==> config.mk <==
export PLATFORM = sky130hd
export DESIGN_NAME = kurm_fetch_unit
export DESIGN_NICKNAME = d
export VERILOG_FILES = /design/src/rtl/kurm_pkg.sv /design/src/rtl/kurm_next_pc.sv /design/src/rtl/kurm_fetch_unit.sv
export SDC_FILE = /design/constraint.sdc
export NUM_CORES = 1
export LEC_CHECK = 0
export CORE_ASPECT_RATIO = 1.4
export CORE_MARGIN = 1
export CORE_UTILIZATION = 50
export DETAILED_ROUTE_END_ITERATION = 7
export DONT_BUFFER_PORTS = 1
export HOLD_SLACK_MARGIN = 0.12
export PLACE_DENSITY = 0.68
export SYNTH_ARGS = -nofsm -noshare
export SYNTH_HDL_FRONTEND = slang
export SYNTH_SLANG_ARGS = --single-unit
==> constraint.sdc <==
create_clock -name clock -period 2.15 [get_ports clock]
set_input_delay 0.215 -clock clock [delete_from_list [all_inputs] [get_ports clock]]
set_output_delay 0.215 -clock clock [all_outputs]
set_load 0.02 [all_outputs]
==> src/rtl/kurm_pkg.sv <==
// Purpose : shared constants, opcodes and fetch FSM states for the KURM core.
// Latency : n/a (declarations only).
// Backpr. : n/a.
package kurm_pkg;

  localparam int INSTR_W = 16;

  localparam logic [3:0] OP_ADD  = 4'b0000;
  localparam logic [3:0] OP_SUB  = 4'b0001;
  localparam logic [3:0] OP_AND  = 4'b0010;
  localparam logic [3:0] OP_OR   = 4'b0011;
  localparam logic [3:0] OP_SLT  = 4'b0100;
  localparam logic [3:0] OP_LW   = 4'b0101;
  localparam logic [3:0] OP_SW   = 4'b0110;
  localparam logic [3:0] OP_BNE  = 4'b0111;
  localparam logic [3:0] OP_JMP  = 4'b1000;
  localparam logic [3:0] OP_ADDU = 4'b1001;

  typedef enum logic [1:0] {
    ST_IDLE   = 2'd0,
    ST_FETCH  = 2'd1,
    ST_DECODE = 2'd2,
    ST_EXEC   = 2'd3
  } fetch_state_e;

endpackage

==> src/rtl/kurm_next_pc.sv <==
// Purpose : next-PC selection: jump target, taken BNE (pc+1+sext offset) or pc+1.
// Latency : purely combinational.
// Backpr. : none; result is consumed by the fetch unit only on the exec_done edge.
// Ports   : pc_i current PC, instr_i instruction register, jump_i/branch_i from the
//           controller, alu_zero_i ALU zero flag, next_pc_o selected next PC.
module kurm_next_pc
  import kurm_pkg::*;
#(
  parameter int ADDR_W = 8
) (
  input  logic [ADDR_W-1:0]  pc_i,
  input  logic [INSTR_W-1:0] instr_i,
  input  logic               jump_i,
  input  logic               branch_i,
  input  logic               alu_zero_i,
  output logic [ADDR_W-1:0]  next_pc_o
);

  logic [ADDR_W-1:0] seq_pc;
  logic [ADDR_W-1:0] br_off;
  logic [ADDR_W-1:0] jmp_tgt;

  // All arithmetic is ADDR_W wide, so wrap-around past the top of memory is free.
  assign seq_pc  = pc_i + ADDR_W'(1);
  assign br_off  = ADDR_W'($signed(instr_i[5:0]));
  assign jmp_tgt = instr_i[ADDR_W-1:0];

  // Jump wins over branch; BNE is taken only when the ALU result was non-zero.
  always_comb begin
    next_pc_o = seq_pc;
    if (jump_i) begin
      next_pc_o = jmp_tgt;
    end else if (branch_i && !alu_zero_i) begin
      next_pc_o = seq_pc + br_off;
    end
  end

  // Instruction bits above the address width play no part in PC selection.
  if (ADDR_W < INSTR_W) begin : g_unused_hi
    logic unused_instr_hi;
    assign unused_instr_hi = ^instr_i[INSTR_W-1:ADDR_W];
  end

endmodule

==> src/rtl/kurm_fetch_unit.sv <==
// Purpose : KURM fetch/PC stage: fetches a 16-bit instruction, presents its opcode
//           to the controller, waits for execute, then advances the PC.
// Latency : 3 cycles minimum per instruction (FETCH, DECODE, EXEC).
// Backpr. : FETCH holds req/addr until imem_ack; EXEC holds until exec_done.
// Ports   : clock/reset_n; imem_req/imem_addr/imem_ack/imem_rdata memory handshake;
//           instr, s0..s3 (opcode MSB first), instr_valid decode pulse; jump, branch,
//           alu_zero, exec_done from controller/datapath; pc current program counter.
module kurm_fetch_unit
  import kurm_pkg::*;
#(
  parameter int                ADDR_W   = 8,
  parameter logic [ADDR_W-1:0] RESET_PC = '0
) (
  input  logic               clock,
  input  logic               reset_n,
  output logic               imem_req,
  output logic [ADDR_W-1:0]  imem_addr,
  input  logic               imem_ack,
  input  logic [INSTR_W-1:0] imem_rdata,
  output logic [INSTR_W-1:0] instr,
  output logic               s0,
  output logic               s1,
  output logic               s2,
  output logic               s3,
  output logic               instr_valid,
  input  logic               jump,
  input  logic               branch,
  input  logic               alu_zero,
  input  logic               exec_done,
  output logic [ADDR_W-1:0]  pc
);

  fetch_state_e       state_q, state_d;
  logic [ADDR_W-1:0]  pc_q, pc_d;
  logic [INSTR_W-1:0] instr_q, instr_d;
  logic [ADDR_W-1:0]  next_pc;

  kurm_next_pc #(
    .ADDR_W (ADDR_W)
  ) u_next_pc (
    .pc_i       (pc_q),
    .instr_i    (instr_q),
    .jump_i     (jump),
    .branch_i   (branch),
    .alu_zero_i (alu_zero),
    .next_pc_o  (next_pc)
  );

  always_ff @(posedge clock or negedge reset_n) begin
    if (!reset_n) begin
      state_q <= ST_IDLE;
      pc_q    <= RESET_PC;
      instr_q <= '0;
    end else begin
      state_q <= state_d;
      pc_q    <= pc_d;
      instr_q <= instr_d;
    end
  end

  // imem_ack only matters in FETCH and exec_done only in EXEC; elsewhere both
  // fall through to the hold defaults.
  always_comb begin
    state_d = state_q;
    pc_d    = pc_q;
    instr_d = instr_q;
    case (state_q)
      ST_IDLE: begin
        state_d = ST_FETCH;
      end
      ST_FETCH: begin
        if (imem_ack) begin
          instr_d = imem_rdata;
          state_d = ST_DECODE;
        end
      end
      ST_DECODE: begin
        state_d = ST_EXEC;
      end
      ST_EXEC: begin
        if (exec_done) begin
          pc_d    = next_pc;
          state_d = ST_FETCH;
        end
      end
      default: begin
        state_d = ST_IDLE;
      end
    endcase
  end

  // Handshake/decode outputs come straight from registered state, never from inputs.
  assign imem_req    = (state_q == ST_FETCH);
  assign instr_valid = (state_q == ST_DECODE);
  assign imem_addr   = pc_q;
  assign pc          = pc_q;
  assign instr       = instr_q;
  assign s0          = instr_q[15];
  assign s1          = instr_q[14];
  assign s2          = instr_q[13];
  assign s3          = instr_q[12];

endmodule
==> results of run 1 <==
-- critical path, stage by stage (launching register included) --
cell and delay [ns]:
dfrtp_2 0.43, ha_4 0.18, nand3_4 0.10, nor2_4 0.14, xor2_2 0.20, ha_4 0.24
o21a_1 0.11, nor3_2 0.13, a211oi_2 0.07, a2111oi_2 0.39, nand3b_1 0.16
-- what timing repair did --
action                                 4_1_cts  5_1_grt
hold buffers                                18        0
buffers inserted                             2        6
resized for setup                            9       13
pin swaps                                    6        4
endpoints found under the hold margin       42        0
setup endpoints to repair                    2        4
-- area by class of cell --
class,instances,area [µm²],area share
sequential,26,657,0.284
timing repair buffer,55,475,0.206
clock buffer,3,41.3,0.0179
multi-input combinational,121,1030,0.447
tap,39,48.8,0.0211
clock inverter,1,30.0,0.0130
inverter,7,26.3,0.0114
-- synth_stat cells, drive strengths merged, types with 2 or more instances --
| cell type | number | area, µm² |
|---|---|---|
| dfrtp | 26 | 651 |
| mux2 | 16 | 180 |
| nand2 | 15 | 56.3 |
| buf | 13 | 95.1 |
| ha | 13 | 163 |
| nor2 | 10 | 37.5 |
| a21oi | 9 | 45.0 |
| o21ai | 8 | 43.8 |
| inv | 7 | 26.3 |
| nor3 | 6 | 35.0 |
| a211oi | 5 | 37.5 |
| xnor2 | 5 | 43.8 |
| xor2 | 5 | 43.8 |
| clkbuf | 4 | 15.0 |
| nand3 | 4 | 20.0 |
| a21o | 3 | 23.8 |
| a22oi | 3 | 22.5 |
| o211ai | 3 | 27.5 |
| nand4 | 2 | 12.5 |
| o22ai | 2 | 12.5 |
-- cell families (layout without fill, tap and decap cells) --
logic type                 count (synthesis)  count (layout)  share of synthesized area
AOI/OAI and AO/OA                         39              39                      0.154
xor gates and xnor gates                  10              10                     0.0517
adders and majority gates                 14              14                      0.108
buffers and inverters                     24              66                     0.0804
DFF                                       26              26                      0.384
muxes                                     17              17                      0.112
and+or+nand+nor                           41              41                      0.111
-- layout by cell type, fill, tap and decap left out, drive strengths merged --
cell type,netlist,routed
a2111oi,1,1
a211oi,5,5
a21o,3,3
a21oi,9,9
a221o,1,1
a22oi,3,3
a31oi,1,1
and3,1,1
buf,13,38
bufinv,0,1
clkbuf,4,3
dfrtp,26,26
dlygate4sd3,0,17
fa,1,1
ha,13,13
inv,7,7
mux2,16,16
mux2i,1,1
nand2,15,15
nand2b,1,1
nand3,4,4
nand3b,1,1
nand4,2,2
nor2,10,10
nor2b,1,1
nor3,6,6
o211ai,3,3
o21a,1,1
o21ai,8,8
o21bai,1,1
o22ai,2,2
o31ai,1,1
xnor2,5,5
xor2,5,5
-- state kept, by name, indices dropped and copies added, names as in the netlist --
| signal | count |
|---|---|
| imem_addr | 8 |
| instr | 16 |
| state_q | 2 |
-- power breakdown --
part,internal (mW),switching (mW)
Clock,0.249,0.163
Sequential,0.735,0.477
Combinational,1.28,1.29
-- metal layers --
layer | global-route usage | up-vias
met5 | 0 | -
met4 | 0.111 | 0
met3 | 0.0602 | 21
met2 | 0.453 | 62
met1 | 0.287 | 700
li1 | - | 677
-- worst min path at each step --
stage / start / end / cells after the start
final: jump / imem_addr[4] / 2
after detailed placement: reset_n / instr[13] / 0
after CTS: jump / imem_addr[4] / 2
after global placement: reset_n / instr[12] / 0
after global routing: jump / imem_addr[4] / 2
after floorplan: reset_n / imem_addr[0] / 0
==> impl_metrics.json, run 1 <==
{
  "outcome": "complete, but fails checks",
  "violations": "setup timing",
  "start_kind": "flop",
  "initial_core_util": 0.533,
  "dr.pass1.iters": 4,
  "setup_ws_ns": -0.0431,
  "worstSetupPathType": "flop to flop",
  "drc": 0,
  "first_global_vias": 1549,
  "setup_viol": 2,
  "cp-end-kind": "flop",
  "grt_antenna_before_repair": 0,
  "place_ws_ns": -0.160,
  "synth-seq-area-share": 0.384,
  "clockRootBuffer": "clkbuf_8",
  "ys_types": 37,
  "wl_met3_um": 263,
  "synth_area_um2": 1700,
  "fin_util": 0.726,
  "rsz0062_at_grt": "yes",
  "cts.path.max_buffers": 2,
  "ys_warn_count": 0,
  "synth_cells": 171,
  "stdcell_area_um2": 2310,
  "htreeDepth": 1,
  "fp-row-count": 24,
  "cts_buffers": 3,
  "routed_wl_mm": 4.29,
  "cap_viol_max_count": 0,
  "ys_async_sr_fraction": 1.00,
  "timing.rr.end": "imem_addr[7]",
  "die_area_um2": 3630,
  "dpl-instance-area_um2": 1880,
  "route.top_layer_used": "met4",
  "syn2layout_area_growth_pct": 36.4,
  "vias_per_cell": 5.79,
  "crit_fanout": 5,
  "dp_cells": 222,
  "period_share": 1.02,
  "io_pins": 61,
  "ff2ff_setup_slack_ns": -0.04,
  "numPortBuffers": 0,
  "crit_required_ns": 2.37,
  "fin_tns_setup_ns": -0.0509,
  "endpoint": "imem_addr[7]",
  "die_h_um": 70.9,
  "diodes": 0,
  "fmaxAchievable_mhz": 456,
  "holdWs_ns": 0.135,
  "grt_pass1_wl_mm": 7.00,
  "coreArea_um2": 3180,
  "critPathLaunch": "imem_addr[0]",
  "syn_area_per_cell_um2": 9.91,
  "fill_cells": 239,
  "vias": 1460,
  "wl_per_cell_um": 17.0,
  "finalClockSkew_ns": 0.00626,
  "hold_viol": 0,
  "peakVddDrop_mv": 1.09,
  "syn_nets": 208,
  "drtIter0Drc": 38,
  "met2_length_mm": 2.34,
  "instances_no_fill": 252,
  "ys.flop_type": "dfrtp_1",
  "grt.total_usage": 0.256,
  "final_nets": 251,
  "clkLatencyLatePin_ns": 0.28,
  "ff2ff_path_depth": 10,
  "wl_met1_mm": 1.54,
  "place_congestion": 0.862,
  "overflow": 0,
  "power.density_nw_per_um2": 1810,
  "hold_class": "primary input to flop",
  "die_x_um": 51.2,
  "worst_pin_slew_ns": 0.439,
  "slew_headroom": 0.707,
  "antenna_left": 0,
  "clock_sinks": 26,
  "synth_edf_count": 0,
  "maxSlewViolCount": 0,
  "leakage_nw": 1.02,
  "clk_pin_slew_ns": 0.10,
  "ys_seq_elements": 26,
  "arrival_ns": 2.41,
  "fin_crit_ns": 2.19,
  "total_power_mw": 4.20,
  "post-dp-hpwl_mm": 3.00,
  "cts_tree": "yes",
  "drive_above_1_share": 0.404,
  "grt_max_degree": 27,
  "r2r-start": "imem_addr[0]"
}
Power figures use the tool's default switching activity.
==> inputs of run 2 (changes only) <==
Settings changed: PLACE_DENSITY 0.68 to not set, PLACE_DENSITY_LB_ADDON set to 0.15.
==> impl_metrics.json, run 2 (same netlist as run 1, synthesis figures left out) <==
{
  "fin_tns_setup_ns": -0.0203,
  "grt_max_degree": 27,
  "hold_viol": 0,
  "coreArea_um2": 3180,
  "setup_viol": 1,
  "crit_required_ns": 2.37,
  "clkLatencyLatePin_ns": 0.28,
  "die_x_um": 51.2,
  "crit_path_max_incr_delay_ns": 0.45,
  "hold_class": "primary input to flop",
  "cp-end-kind": "flop",
  "drtIter0Drc": 24,
  "violations": "setup timing",
  "overflow": 0,
  "fin_crit_ns": 2.17,
  "layout_commonest_cell": "buf_4",
  "cts_tree": "yes",
  "slowest_stage": "dfrtp_2",
  "worstSetupPathType": "flop to flop",
  "holdWs_ns": 0.143,
  "first_global_vias": 1482,
  "wl_per_cell_um": 16.7,
  "drive_above_1_share": 0.413,
  "path_delay_family": "compound AO/OA/AOI/OAI gates",
  "instances_no_fill": 252,
  "critPathLaunch": "imem_addr[1]",
  "start_kind": "flop",
  "place_congestion": 0.832,
  "total_power_mw": 4.21,
  "crit_buf_inv": 0,
  "min_from": "jump",
  "fp-row-count": 24,
  "die_area_um2": 3630,
  "clockRootBuffer": "clkbuf_8",
  "dp_cells": 218,
  "setup_ws_ns": -0.0203,
  "clk_pin_slew_ns": 0.09,
  "clock_sinks": 26,
  "maxSlewViolCount": 0,
  "post-dp-hpwl_mm": 2.83,
  "fin_util": 0.744,
  "place_ws_ns": -0.103,
  "fill_cells": 228,
  "stdcell_area_um2": 2370,
  "grt_antenna_before_repair": 0,
  "vias": 1458,
  "layout_common_cells": "35 x buf_4, 21 x dfrtp_1, 19 x dlygate4sd3_1, 16 x mux2_2, 14 x nand2_1",
  "initial_core_util": 0.533,
  "worst_pin_slew_ns": 0.440,
  "cp_cell_sequence": "ha_4, xor2_2, ha_2, o211ai_2, o21ai_2, mux2i_1, a2111oi_1, nand3b_1",
  "finalClockSkew_ns": 0.00244,
  "peakVddDrop_mv": 1.04,
  "antenna_left": 0,
  "routed_wl_mm": 4.21,
  "grt_pass1_wl_mm": 6.78,
  "dr.pass1.iters": 4,
  "numPortBuffers": 0,
  "period_share": 1.01,
  "drc": 0,
  "slew_headroom": 0.706,
  "fmaxAchievable_mhz": 461,
  "dpl-instance-area_um2": 1850,
  "cts.path.max_buffers": 2,
  "rsz0062_at_grt": "yes",
  "diodes": 0,
  "arrival_ns": 2.39,
  "cap_viol_max_count": 0,
  "crit_fanout": 5,
  "outcome": "complete, but fails checks",
  "leakage_nw": 1.02,
  "final_nets": 251,
  "vias_per_cell": 5.79,
  "syn2layout_area_growth_pct": 39.7,
  "io_pins": 61,
  "grt.total_usage": 0.248,
  "die_h_um": 70.9,
  "power.density_nw_per_um2": 1780,
  "cts_buffers": 3,
  "htreeDepth": 1,
  "largest_register_ffs": 16,
  "r2r-start": "imem_addr[1]"
}
## run 2: changes by cell type in the layout (fill, tap and decap cells not counted), sizes merged
| cell | previous run | this run |
|---|---|---|
| dlygate4sd3 | 17 | 19 |
| buf | 38 | 36 |
## run 2: final timing paths
kind	end	slack [ns]	cells past startpoint
worst min register to register	state_q[1]	0.57	2
min in group asynchronous	instr[14]	0.34	2
max in group asynchronous	imem_addr[3]	1.63	2
worst max-delay path	imem_addr[7]	-0.02	8
worst max register to register	imem_addr[7]	-0.02	8
worst min-delay path	imem_addr[7]	0.14	2
## run 2: layer usage
| metal | share of wire | GRT usage | vias to the layer above | wire length [µm] |
|---|---|---|---|---|
| met5 | 0 | 0 | - | 0 |
| met4 | 0.040 | 0.108 | 0 | 168 |
| met3 | 0.071 | 0.0624 | 15 | 301 |
| met2 | 0.52 | 0.417 | 70 | 2180 |
| met1 | 0.37 | 0.296 | 697 | 1570 |
| li1 | - | - | 676 | - |
## run 2: area by class of cell
| class | count | area [µm²] | share of cell area |
|---|---|---|---|
| Multi-Input combinational cell | 121 | 1090 | 0.461 |
| Sequential cell | 26 | 657 | 0.277 |
| Timing Repair Buffer | 55 | 473 | 0.200 |
| Tap cell | 39 | 48.8 | 0.0206 |
| Clock buffer | 3 | 41.3 | 0.0174 |
| Clock inverter | 1 | 30.0 | 0.0127 |
| Inverter | 7 | 26.3 | 0.0111 |
## run 2: repair_timing
action / in CTS / in global routing
gates resized for setup: 10 / 17
hold buffers: 20 / 0
setup endpoints to repair: 2 / 4
setup buffers: 5 / 5
pin swaps: 8 / 9
endpoints found under the hold margin: 43 / 0
## run 2: power by group
part / leakage [nW] / total, mW / internal (mW) / switching, mW
sequential: 0.307 / 1.22 / 0.735 / 0.484
clock: 0.0357 / 0.416 / 0.250 / 0.166
combinational: 0.679 / 2.57 / 1.27 / 1.30
==> inputs of run 3 (changes only) <==
Settings changed: CTS_CLUSTER_SIZE set to 16, SETUP_SLACK_MARGIN set to 0.4.
==> impl_metrics.json, run 3 (same netlist as run 1, synthesis figures left out) <==
{
  "outcome": "complete, but fails checks",
  "violations": "setup timing",
  "hold_viol": 0,
  "clock_sinks": 26,
  "power.density_nw_per_um2": 1890,
  "cts_buffers": 3,
  "layout_commonest_cell": "buf_4",
  "slowest_stage": "dfrtp_2",
  "htreeDepth": 1,
  "drtIter0Drc": 41,
  "drive_above_1_share": 0.432,
  "total_power_mw": 4.57,
  "layout_common_cells": "30 x buf_4, 21 x dfrtp_1, 18 x dlygate4sd3_1, 16 x mux2_2, 14 x nand2_1",
  "die_h_um": 70.9,
  "fp-row-count": 24,
  "die_area_um2": 3630,
  "diodes": 0,
  "first_global_vias": 1515,
  "finalClockSkew_ns": 0.00180,
  "final_nets": 251,
  "place_ws_ns": -0.0588,
  "grt_antenna_before_repair": 0,
  "hold_class": "primary input to flop",
  "setup_viol": 1,
  "place_congestion": 0.864,
  "cts_tree": "yes",
  "fin_tns_setup_ns": -0.0557,
  "slew_headroom": 0.628,
  "clk_pin_slew_ns": 0.08,
  "io_pins": 61,
  "leakage_nw": 1.05,
  "period_share": 1.03,
  "grt_max_degree": 27,
  "fin_util": 0.760,
  "overflow": 0,
  "antenna_left": 0,
  "vias": 1432,
  "instances_no_fill": 252,
  "wl_per_cell_um": 17.1,
  "grt.total_usage": 0.246,
  "routed_wl_mm": 4.30,
  "largest_register_ffs": 16,
  "dr.pass1.iters": 5,
  "dp_cells": 222,
  "setup_ws_ns": -0.0557,
  "cts.path.max_buffers": 2,
  "initial_core_util": 0.533,
  "die_x_um": 51.2,
  "fin_crit_ns": 2.21,
  "rsz0062_at_grt": "yes",
  "fmaxAchievable_mhz": 453,
  "arrival_ns": 2.41,
  "drc": 0,
  "crit_required_ns": 2.35,
  "crit_path_max_incr_delay_ns": 0.41,
  "numPortBuffers": 0,
  "clkLatencyLatePin_ns": 0.26,
  "fill_cells": 209,
  "post-dp-hpwl_mm": 3.08,
  "vias_per_cell": 5.68,
  "coreArea_um2": 3180,
  "maxSlewViolCount": 0,
  "dpl-instance-area_um2": 1900,
  "crit_fanout": 4,
  "cp_cell_sequence": "buf_6, buf_12, nand3_4, xnor2_4, ha_4, o211ai_2, o21ai_2, mux2i_1, buf_4, nand4_1, nand3b_1",
  "clockRootBuffer": "clkbuf_8",
  "cp-end-kind": "flop",
  "syn2layout_area_growth_pct": 42.7,
  "worstSetupPathType": "flop to flop",
  "holdWs_ns": 0.125,
  "grt_pass1_wl_mm": 6.79,
  "peakVddDrop_mv": 1.29,
  "start_kind": "flop",
  "worst_pin_slew_ns": 0.558,
  "stdcell_area_um2": 2420,
  "cap_viol_max_count": 0
}
-- run 3: changes by cell type in the layout (fill, tap and decap cells not counted), moves of 2 or more --
cell     previous run  this run
a21oi_1             8         4
buf_6               0         5
a21oi_2             1         4
o21ai_0             7         3
buf_4              35        30
o21ai_1             0         4
ha_1                7         9
-- run 3: layout make-up --
class,instances,area [µm²],share of cell area
Multi-Input combinational cell,121,1110,0.459
Sequential cell,26,657,0.272
Timing Repair Buffer,55,502,0.207
Tap cell,39,48.8,0.0202
Clock buffer,3,41.3,0.0171
Clock inverter,1,30.0,0.0124
Inverter,7,28.8,0.0119
-- run 3: repair_timing --
item	4_1_cts	5_1_grt
buffers inserted	4	3
endpoints found under the hold margin	43	0
gates resized for setup	11	27
hold buffers	19	0
endpoints found under the setup margin	6	7
pin swaps	10	20
-- run 3: where the power goes --
group | switching, mW | total, mW | leakage (nW) | internal (mW)
Combinational | 1.46 | 2.98 | 0.703 | 1.51
Clock | 0.143 | 0.392 | 0.0357 | 0.249
Sequential | 0.466 | 1.20 | 0.307 | 0.736
Total | 2.07 | 4.57 | 1.05 | 2.50
-- run 3: routing by layer --
metal,track usage,share of wire
met3,0.0495,0.060
met2,0.412,0.53
met4,0.105,0.024
met5,0,0
met1,0.303,0.39
-- run 3: worst max-delay path, delay by kind of cell, from the launching register on --
family | cells | cell delay (ns)
AO/OA/AOI/OAI | 2 | 0.31
XOR/XNOR | 1 | 0.17
adder cells (fa/ha/maj) | 1 | 0.29
buffers and inverters | 3 | 0.41
flip-flops | 1 | 0.41
multiplexers | 1 | 0.28
AND/OR/NAND/NOR | 3 | 0.28
-- run 3: path summary, 6_finish.rpt --
check                      slack [ns]            to          from  depth (start not counted)
max in group asynchronous        1.61  imem_addr[4]       reset_n                          2
setup / recovery                -0.06  imem_addr[7]  imem_addr[0]                         11
hold reg to reg                  0.55    state_q[1]    state_q[1]                          2
setup reg to reg                -0.06  imem_addr[7]  imem_addr[0]                         11
min in group asynchronous        0.38    state_q[1]       reset_n                          2
hold / removal                   0.13  imem_addr[4]     exec_done                          2
